===== src/rtl/matrix_pkg.sv =====
// Shared constants, key-code type and ring helpers for the 5x7 matrix key scanner.
// Latency: none (types, constants and pure functions only).
// Backpressure: none; consumers are matrix_key_scanner and matrix_key_debouncer.
package matrix_pkg;

   localparam int NUM_COLS = 5;
   localparam int NUM_ROWS = 7;

   // One-hot column drive patterns; column 4 is the first column after reset
   localparam logic [4:0] COUNT4 = 5'b00001;
   localparam logic [4:0] COUNT3 = 5'b00010;
   localparam logic [4:0] COUNT2 = 5'b00100;
   localparam logic [4:0] COUNT1 = 5'b01000;
   localparam logic [4:0] COUNT0 = 5'b10000;

   typedef struct packed {
      logic [2:0] col;
      logic [2:0] row;
   } key_code_t;

   function automatic logic is_onehot5(input logic [4:0] v);
      return (v != 5'd0) && ((v & (v - 5'd1)) == 5'd0);
   endfunction

   function automatic logic [2:0] ring_to_col(input logic [4:0] v);
      logic [2:0] col;
      case (v)
         COUNT4:  col = 3'd4;
         COUNT3:  col = 3'd3;
         COUNT2:  col = 3'd2;
         COUNT1:  col = 3'd1;
         COUNT0:  col = 3'd0;
         default: col = 3'd0;
      endcase
      return col;
   endfunction

endpackage


===== src/rtl/matrix_key_debouncer.sv =====
// One key: debounced state plus sample-agreement counter (counter only with MATRIX_KEY_DEBOUNCE_EN).
// Latency: candidate flag is combinational at the sample; state/counter update on that clock edge.
// Backpressure: a candidate not committed keeps its counter saturated until the scanner commits it.
module matrix_key_debouncer
   import matrix_pkg::*;
#(
   parameter int DEBOUNCE_SCANS = 4
) (
   input  logic i_clock,
   input  logic i_reset,
   input  logic i_sample,
   input  logic i_raw,
   input  logic i_commit,
   output logic o_candidate
);

   if (DEBOUNCE_SCANS < 1 || DEBOUNCE_SCANS > 7) begin : g_bad_debounce
      $error("matrix_key_debouncer: DEBOUNCE_SCANS must be 1..7");
   end

   logic r_state;
   logic w_differ;

   assign w_differ = i_raw ^ r_state;

`ifdef MATRIX_KEY_DEBOUNCE_EN
   localparam logic [2:0] DEB = 3'(DEBOUNCE_SCANS);

   logic [2:0] r_count;
   logic [2:0] w_count_next;

   // Agreement count: climbs while the raw sample differs, saturates at DEB, clears on agreement
   always_comb begin
      w_count_next = r_count;
      if (i_sample) begin
         if (!w_differ) begin
            w_count_next = 3'd0;
         end else if (r_count < DEB) begin
            w_count_next = r_count + 3'd1;
         end
      end
   end

   assign o_candidate = i_sample && w_differ && (w_count_next == DEB);

   // Counter register; a committed change restarts the count
   always_ff @(posedge i_clock or posedge i_reset) begin
      if (i_reset) begin
         r_count <= 3'd0;
      end else if (i_commit) begin
         r_count <= 3'd0;
      end else begin
         r_count <= w_count_next;
      end
   end
`else
   // Without debounce any differing sample is a change candidate at once
   assign o_candidate = i_sample && w_differ;
`endif

   // Debounced state flips only when the scanner accepts this key's event
   always_ff @(posedge i_clock or posedge i_reset) begin
      if (i_reset) begin
         r_state <= 1'b0;
      end else if (i_commit) begin
         r_state <= ~r_state;
      end
   end

endmodule


===== src/rtl/matrix_key_scanner.sv =====
// 5x7 key matrix scanner: one-hot column drive, per-key debounce (MATRIX_KEY_DEBOUNCE_EN), one event register.
// Latency: key_valid rises the cycle after the dwell-end sample that produced the event.
// Backpressure: key_valid/key_ready; a full register holds the column, candidates wait saturated, none lost.
module matrix_key_scanner
   import matrix_pkg::*;
#(
   parameter int SCAN_DIVIDER   = 1000,
   parameter int DEBOUNCE_SCANS = 4
) (
   input  logic       clock,
   input  logic       reset,
   input  logic       scan_enable,
   input  logic [6:0] row_in,
   output logic [4:0] ring_counter,
   output logic       key_valid,
   input  logic       key_ready,
   output logic [5:0] key_code,
   output logic       key_pressed
);

   if (SCAN_DIVIDER < 2 || SCAN_DIVIDER > 65535) begin : g_bad_divider
      $error("matrix_key_scanner: SCAN_DIVIDER must be 2..65535");
   end

   localparam logic [15:0] DWELL_LAST = 16'(SCAN_DIVIDER - 1);

   logic [4:0]                   r_ring;
   logic [15:0]                  r_dwell;
   logic                         r_valid;
   key_code_t                    r_code;
   logic                         r_pressed;

   logic                         w_ring_ok;
   logic                         w_sample;
   logic                         w_room;
   logic                         w_any;
   logic                         w_commit;
   logic                         w_advance;
   logic [2:0]                   w_sel_row;
   logic [NUM_COLS-1:0]          w_col_sel;
   logic [NUM_COLS*NUM_ROWS-1:0] w_cand;
   logic [NUM_ROWS-1:0]          w_cand_row;
   logic [NUM_ROWS-1:0]          w_commit_row;
   logic [NUM_ROWS-1:0]          w_remaining;

   assign w_ring_ok = is_onehot5(r_ring);
   assign w_sample  = scan_enable && w_ring_ok && (r_dwell == DWELL_LAST);

   // Column c is driven by ring bit (NUM_COLS-1-c); each key sees only its own column's samples
   for (genvar c = 0; c < NUM_COLS; c++) begin : g_col
      assign w_col_sel[c] = r_ring[NUM_COLS-1-c];
      for (genvar r = 0; r < NUM_ROWS; r++) begin : g_row
         matrix_key_debouncer #(
            .DEBOUNCE_SCANS(DEBOUNCE_SCANS)
         ) u_key (
            .i_clock     (clock),
            .i_reset     (reset),
            .i_sample    (w_sample && w_col_sel[c]),
            .i_raw       (row_in[r]),
            .i_commit    (w_commit_row[r] && w_col_sel[c]),
            .o_candidate (w_cand[c*NUM_ROWS + r])
         );
      end
   end

   // Fold the active column's candidates onto rows and pick the lowest-index one
   always_comb begin
      w_cand_row = '0;
      w_sel_row  = 3'd0;
      for (int c = 0; c < NUM_COLS; c++) begin
         for (int r = 0; r < NUM_ROWS; r++) begin
            w_cand_row[r] = w_cand_row[r] | w_cand[c*NUM_ROWS + r];
         end
      end
      for (int r = NUM_ROWS - 1; r >= 0; r--) begin
         if (w_cand_row[r]) begin
            w_sel_row = 3'(r);
         end
      end
   end

   assign w_any        = |w_cand_row;
   assign w_room       = !r_valid || key_ready;
   assign w_commit     = w_any && w_room;
   assign w_commit_row = w_commit ? (7'd1 << w_sel_row) : 7'd0;
   assign w_remaining  = w_cand_row & ~w_commit_row;
   assign w_advance    = w_sample && (w_remaining == 7'd0);

   // Column ring and dwell counter; dwell is held at 0 while disabled so a resume restarts it
   always_ff @(posedge clock or posedge reset) begin
      if (reset) begin
         r_ring  <= COUNT4;
         r_dwell <= 16'd0;
      end else if (!w_ring_ok) begin
         r_ring  <= COUNT4;
         r_dwell <= 16'd0;
      end else if (!scan_enable) begin
         r_dwell <= 16'd0;
      end else if (w_sample) begin
         r_dwell <= 16'd0;
         if (w_advance) begin
            r_ring <= {r_ring[3:0], r_ring[4]};
         end
      end else begin
         r_dwell <= r_dwell + 16'd1;
      end
   end

   // Event register: load on commit, otherwise drain on handshake; contents stable while valid
   always_ff @(posedge clock or posedge reset) begin
      if (reset) begin
         r_valid   <= 1'b0;
         r_code    <= '0;
         r_pressed <= 1'b0;
      end else if (w_commit) begin
         r_valid    <= 1'b1;
         r_code.col <= ring_to_col(r_ring);
         r_code.row <= w_sel_row;
         r_pressed  <= row_in[w_sel_row];
      end else if (r_valid && key_ready) begin
         r_valid <= 1'b0;
      end
   end

   assign ring_counter = scan_enable ? r_ring : 5'b00000;
   assign key_valid    = r_valid;
   assign key_code     = r_code;
   assign key_pressed  = r_pressed;

endmodule


===== config.mk =====
export PLATFORM = sky130hd
export DESIGN_NAME = matrix_key_scanner
export DESIGN_NICKNAME = d
export VERILOG_FILES = /design/src/rtl/matrix_pkg.sv /design/src/rtl/matrix_key_debouncer.sv /design/src/rtl/matrix_key_scanner.sv
export SDC_FILE = /design/constraint.sdc
export NUM_CORES = 1
export LEC_CHECK = 0
export BUFFER_PORTS_ARGS = -buffer_cell sky130_fd_sc_hd__buf_4
export CORE_UTILIZATION = 45
export DETAILED_ROUTE_END_ITERATION = 7
export HOLD_SLACK_MARGIN = 0.12
export PLACE_DENSITY = 0.69
export SLEW_MARGIN = 0
export SYNTH_ARGS = -nofsm -noshare
export SYNTH_HDL_FRONTEND = slang
export SYNTH_SLANG_ARGS = --single-unit

===== constraint.sdc =====
create_clock -name clock -period 2.8 [get_ports clock]
set_input_delay 0.56 -clock clock [delete_from_list [all_inputs] [get_ports clock]]
set_output_delay 0.56 -clock clock [all_outputs]
set_load 0.02 [all_outputs]

==> run metrics, run 1 <==
fin crit period=2.681 ns; crit path cell chain=buf_4, a222oi_1, nand2_2, nor4_4, nand2_1, maj3_2, or2_1, a211oi_2; Total Nets Final=431; Detail Route Antenna Nets=0; antenna violations before repair=0; Final Wtd Congestion=0.9159; max-cap violation count=0; slowest stage delay, CP=0.47 ns; Min-Delay Path Class=primary input to asynchronous set/reset pin; Routed WL=8135 um; Setup Skew=0.008076 ns; Diodes inserted=0; count of final setup violators=0; first-pass iteration count of the detailed router=5; DIE WIDTH=91.61 um; CP Max Fanout=15; VDD IR-drop max=0.2237 mV; placed cell count=510; # clock sinks=64; Mapped Cells=370; Arr. time, crit path=2.95 ns; largest net degree at the start of global routing=25; yosys warns=0; depth of the worst register-to-register path=8; Crit-path slowest cell=dfstp_2; WP depth=8; top post-synthesis cells by area=dfrtp_1 (44%), xor2_1 (10%), xnor2_1 (9.9%); outcome=finished, final reports clean; TritonCTS clock tree=yes; Wirelength per Cell=15.47 um; count leader, synth=dfrtp_1; CP bufs+invs=1; Avg Synthesized Cell Area=9.766 um2; Worst setup EP type=flop; Seq/Total Area, Yosys=44.36%; total track usage=21.91%; Synth async-reset ratio=100.0%; detailed-route DRC error count=0; CTS clk-pin slew, worst paths=0.07 ns; Hold WS=0.2326 ns; Pleak=0.002008 uW; Syn Nets=382; Core Footprint=0.007727 mm2; vias per std cell=5.276; Finished Layout Cells=526; delay-heaviest family, CP=simple AND/OR/NAND/NOR gates; CTS H-tree depth=3; PD cells=434.9 mW/mm2; global-route wire length before repair=14,160 um; Tcrit/Tclk final=95.74%; Critical Path RT=3.06 ns; initial core utilization=46.76%; top cells by count, synth=dfrtp_1 (63), nand2_1 (60), xor2_1 (43), xnor2_1 (41), nor2_1 (26); WS Path Type=flop to flop; Startpoint Class=flop; fmax=0.3730 GHz; Ports=24; die area=0.008392 mm2; RSZ-0062 raised after global routing=yes; worst skew pair latency=0.35 ns; top-area cell type share of the netlist area=43.63%; relative slew slack=67.78%; post-detail-place hpwl=5869 um; postcts setup bufs=0; Hold Buf Count CTS=0; I/O Buffers=23; Max clock buf depth=2; via count=2,775; Top FF cell, synth=dfrtp_1; DR iter-0 viols=162; number of global-route vias before repair=2,897; R2R Setup Slk=0.12 ns; CTS Buf Count=9; CTS root buf=clkbuf_8; P&R area growth vs syn=18.66%; Mapped Area=0.003613 mm2; area leader, netlist=dfrtp_1; number of synthesized flops with an enable pin=0; row cnt=32; measured slew at the worst slew-check pin=0.4826 ns; grt ovf=0; Slew Limit Fails=0; Final Hold Vio Count=0; Seq cells post-synth=64; Die Height=91.61 um; Post-CTS Resized=0; share of cells above drive strength 1=21.70%; library cells used by synthesis=56
==> routing by layer <==
metal | track usage [%] | wire [um] | vias up
li1 | - | - | 1345
met1 | 28.75 | 3840 | 1347
met2 | 33.77 | 3693 | 64
met5 | 0 | 0 | -
met3 | 4.395 | 345 | 19
met4 | 12.30 | 255 | 0
==> where the power goes <==
group          total [uW]  leakage (uW)  switching, uW  internal (uW)
registers             932      0.000887           3.61            928
logic                 126       0.00102           74.9           51.2
clock network         807      0.000103            349            458
==> through the flow <==
stage	util [%]	cell area (um2)	TNS (ns)	power (uW)	worst slack, ns
after floorplan	-	3613	0	1031	0.009154
after global placement	52.80	4080	-0.1418	1074	-0.04676
after detailed placement	52.80	4080	-0.4142	1075	-0.1269
after CTS	55.38	4279	0	1883	0.06659
after global routing	55.49	4288	-0.04603	1937	-0.04603
final	55.49	4288	0	1865	0.1193
==> cell families (layout without fill, tap and decap cells) <==
kind of cell	Yosys count	after routing	synth area share [%]
AND/OR/NAND/NOR	148	148	20.53
XOR/XNOR	84	84	20.36
flip-flops	64	64	44.36
AO/OA/AOI/OAI	38	38	8.449
buffers and inverters	26	80	3.393
multiplexers	7	7	1.974
adder cells (fa/ha/maj)	3	3	0.9348
==> registers in the layout, indices dropped and copies added (netlist names) <==
name	cells
g_col.g_row.u_key.r_state	35
key_code	6
key_pressed	1
key_valid	1
r_dwell	16
r_ring	5
==> worst paths after layout <==
| check | startpoint | endpoint |
|---|---|---|
| setup / recovery | r_ring[0] | r_ring[0] |
| min in group clock | key_code[1] | key_code[1] |
| hold / removal | reset | g_col[1].g_row[3].u_key.r_state |
| setup reg to reg | r_ring[0] | r_ring[0] |
| hold reg to reg | key_code[1] | key_code[1] |
| max in group asynchronous | reset | g_col[4].g_row[4].u_key.r_state |
==> placed cells by master, fill, tap and decap left out, types with 2 or more instances in the layout <==
master / count
a211oi_1: 4
and2_1: 5
nand3_1: 13
nand2_1: 60
clkinv_2: 2
and4_1: 2
xnor2_1: 41
a222oi_1: 5
clkbuf_1: 2
nor3_1: 8
buf_4: 59
dfrtp_1: 62
o21ai_0: 6
a211o_1: 2
and3_1: 4
clkbuf_8: 11
nand3b_1: 4
nand4_1: 3
nor4_4: 2
or2_2: 2
xor2_1: 43
inv_1: 4
mux2i_1: 6
nor2_1: 25
nand2b_1: 6
a22oi_1: 5
a21oi_1: 3
or3_1: 2
==> cell type report <==
type	count	area, um2
clock inverter	3	40.04
inverter	5	18.77
sequential	64	1604
clock buffer	13	158.9
fill	712	3440
tap	102	127.6
multi-input combinational	280	1896
timing repair buffer	59	442.9
Note: power is estimated with default switching activity, not from simulation.
==> run 2: changes to the inputs <==
--- a/config.mk
+++ b/config.mk
@@ -6,10 +6,10 @@
 export NUM_CORES = 1
 export LEC_CHECK = 0
 export BUFFER_PORTS_ARGS = -buffer_cell sky130_fd_sc_hd__buf_4
-export CORE_UTILIZATION = 45
+export CORE_UTILIZATION = 30
 export DETAILED_ROUTE_END_ITERATION = 7
 export HOLD_SLACK_MARGIN = 0.12
-export PLACE_DENSITY = 0.69
+export PLACE_DENSITY = 0.49
 export SLEW_MARGIN = 0
 export SYNTH_ARGS = -nofsm -noshare
 export SYNTH_HDL_FRONTEND = slang
==> constraint.sdc (replaced) <==
create_clock -name clock -period 2.6 [get_ports clock]
set_input_delay 0.52 -clock clock [delete_from_list [all_inputs] [get_ports clock]]
set_output_delay 0.52 -clock clock [all_outputs]
set_load 0.02 [all_outputs]
==> run 2 against run 1 <==
Net effect:
- the run now ends with DRC left
- fmax is 6.2% higher
- worst setup slack worse by 0.043 ns
- combinational power is 22% higher
- critical path type unchanged
- critical endpoint unchanged
- highest routed layer unchanged
==> run metrics, run 2 (synthesized netlist as in run 1, its figures left out) <==
measured slew at the worst slew-check pin=0.4879 ns; Die Height=111.8 um; Final Wtd Congestion=0.9024; Pleak=0.002195 uW; RR Startpoint=r_dwell[12]; Critical Path Start=r_dwell[12]; detailed-route DRC error count=2; Hold Buf Count CTS=0; fin crit period=2.523 ns; initial core utilization=31.25%; row cnt=39; Hold WS=0.1593 ns; Sequential Area=0.001607 mm2; DR iter-0 viols=147; Final Hold Vio Count=0; fmax=0.3963 GHz; TritonCTS clock tree=yes; via count=2,871; antenna violations before repair=0; Core Footprint=0.01156 mm2; Critical Path RT=2.85 ns; global-route wire length before repair=14,660 um; CTS root buf=clkbuf_16; outcome=finished, violations left; failing checks=DRC; Detail Route Antenna Nets=0; Total Nets Final=460; Max clock buf depth=2; number of flip-flops in the largest register=35; Worst setup EP type=flop; Tcrit/Tclk final=97.05%; Ports=24; grt ovf=0; vias per std cell=4.817; fill cell count=1,141; post-detail-place hpwl=6462 um; VDD IR-drop max=0.2078 mV; Arr. time, crit path=2.77 ns; die area=0.01249 mm2; Wirelength per Cell=14.76 um; WS Path Type=flop to flop; CTS clk-pin slew, worst paths=0.06 ns; CP Max Fanout=5; Crit-path slowest cell=or4_4; Multi-input gate area=0.001958 mm2; CTS H-tree depth=3; most frequent cells in the layout=buf_4 (83), nand2_1 (60), dfrtp_1 (60); CTS Buf Count=9; leading cell type in the layout, fill and taps excluded=buf_4; relative slew slack=67.22%; P&R area growth vs syn=31.09%; DIE WIDTH=111.8 um; number of global-route vias before repair=2,900; crit path cell chain=or4_4, nor4_4, buf_4, o2111a_1, nand2_1, maj3_2, or2_4, a211oi_2; slowest stage delay, CP=0.55 ns; Finished Layout Cells=596; # clock sinks=64; fin util=40.96%; total track usage=15.07%; PD cells=478.5 mW/mm2; Min-Delay Path Class=primary input to asynchronous set/reset pin; Reg with most FFs=g_col.g_row.u_key.r_state; max-cap violation count=0; first-pass iteration count of the detailed router=6; Startpoint Class=flop; share of cells above drive strength 1=29.80%; Diodes inserted=0; placed cell count=573; count of final setup violators=0; RSZ-0062 raised after global routing=yes; largest net degree at the start of global routing=50; Slew Limit Fails=0; Routed WL=8795 um; depth of the worst register-to-register path=8; I/O Buffers=23; worst skew pair latency=0.33 ns; Setup Skew=0.007002 ns
-- run 2: through the flow --
step	power (uW)	setup slack (ns)	TNS, ns	instance area (um2)
floorplan	1112	-0.04264	-0.1686	3626
global placement	1170	-0.1743	-1.598	4340
detailed placement	1171	-0.1748	-1.494	4340
CTS	2296	0.03381	0	4631
global route	2351	-0.07390	-0.2275	4737
finish	2266	0.07663	0	4737
-- run 2: critical path, delay by kind of cell (launching register included) --
family                   cells  cell delay (ns)
adder cells (fa/ha/maj)      1             0.31
AO/OA/AOI/OAI                2             0.38
buffers and inverters        1             0.19
flip-flops                   1             0.38
AND/OR/NAND/NOR              4             1.18
-- run 2: final timing paths --
check / slack (ns) / end
min: 0.16 / r_dwell[7]
min in group clock: 0.48 / key_code[3]
max reg2reg: 0.08 / r_ring[0]
min reg2reg: 0.48 / key_code[3]
max: 0.08 / r_ring[0]
max in group asynchronous: 1.81 / r_ring[0]
-- run 2: layer usage --
layer	GRT usage, %	up-vias	routed length (um)
met3	3.865	19	264
met1	19.43	1410	4124
li1	-	1398	-
met4	5.586	0	143
met5	0	-	0
met2	24.31	44	4263
-- run 2: cell type report --
type                            instances  area share (%)
Multi-Input combinational cell        280           41.34
Sequential cell                        64           33.91
Timing Repair Buffer                   88           14.76
Clock buffer                           11           5.124
Tap cell                              143           3.777
Clock inverter                          5          0.6867
Inverter                                5          0.3962
-- run 2: what timing repair did --
action | 4_1_cts | 5_1_grt
endpoints found under the setup margin | 11 | 24
gates cloned | 0 | 0
pin swaps | 1 | 8
resized for setup | 4 | 13
setup buffers | 0 | 7
-- run 2: power by group --
| group | switching [uW] | internal [uW] |
|---|---|---|
| combinational | 87.0 | 67.0 |
| clock | 441 | 667 |
| sequential | 4.23 | 1000 |
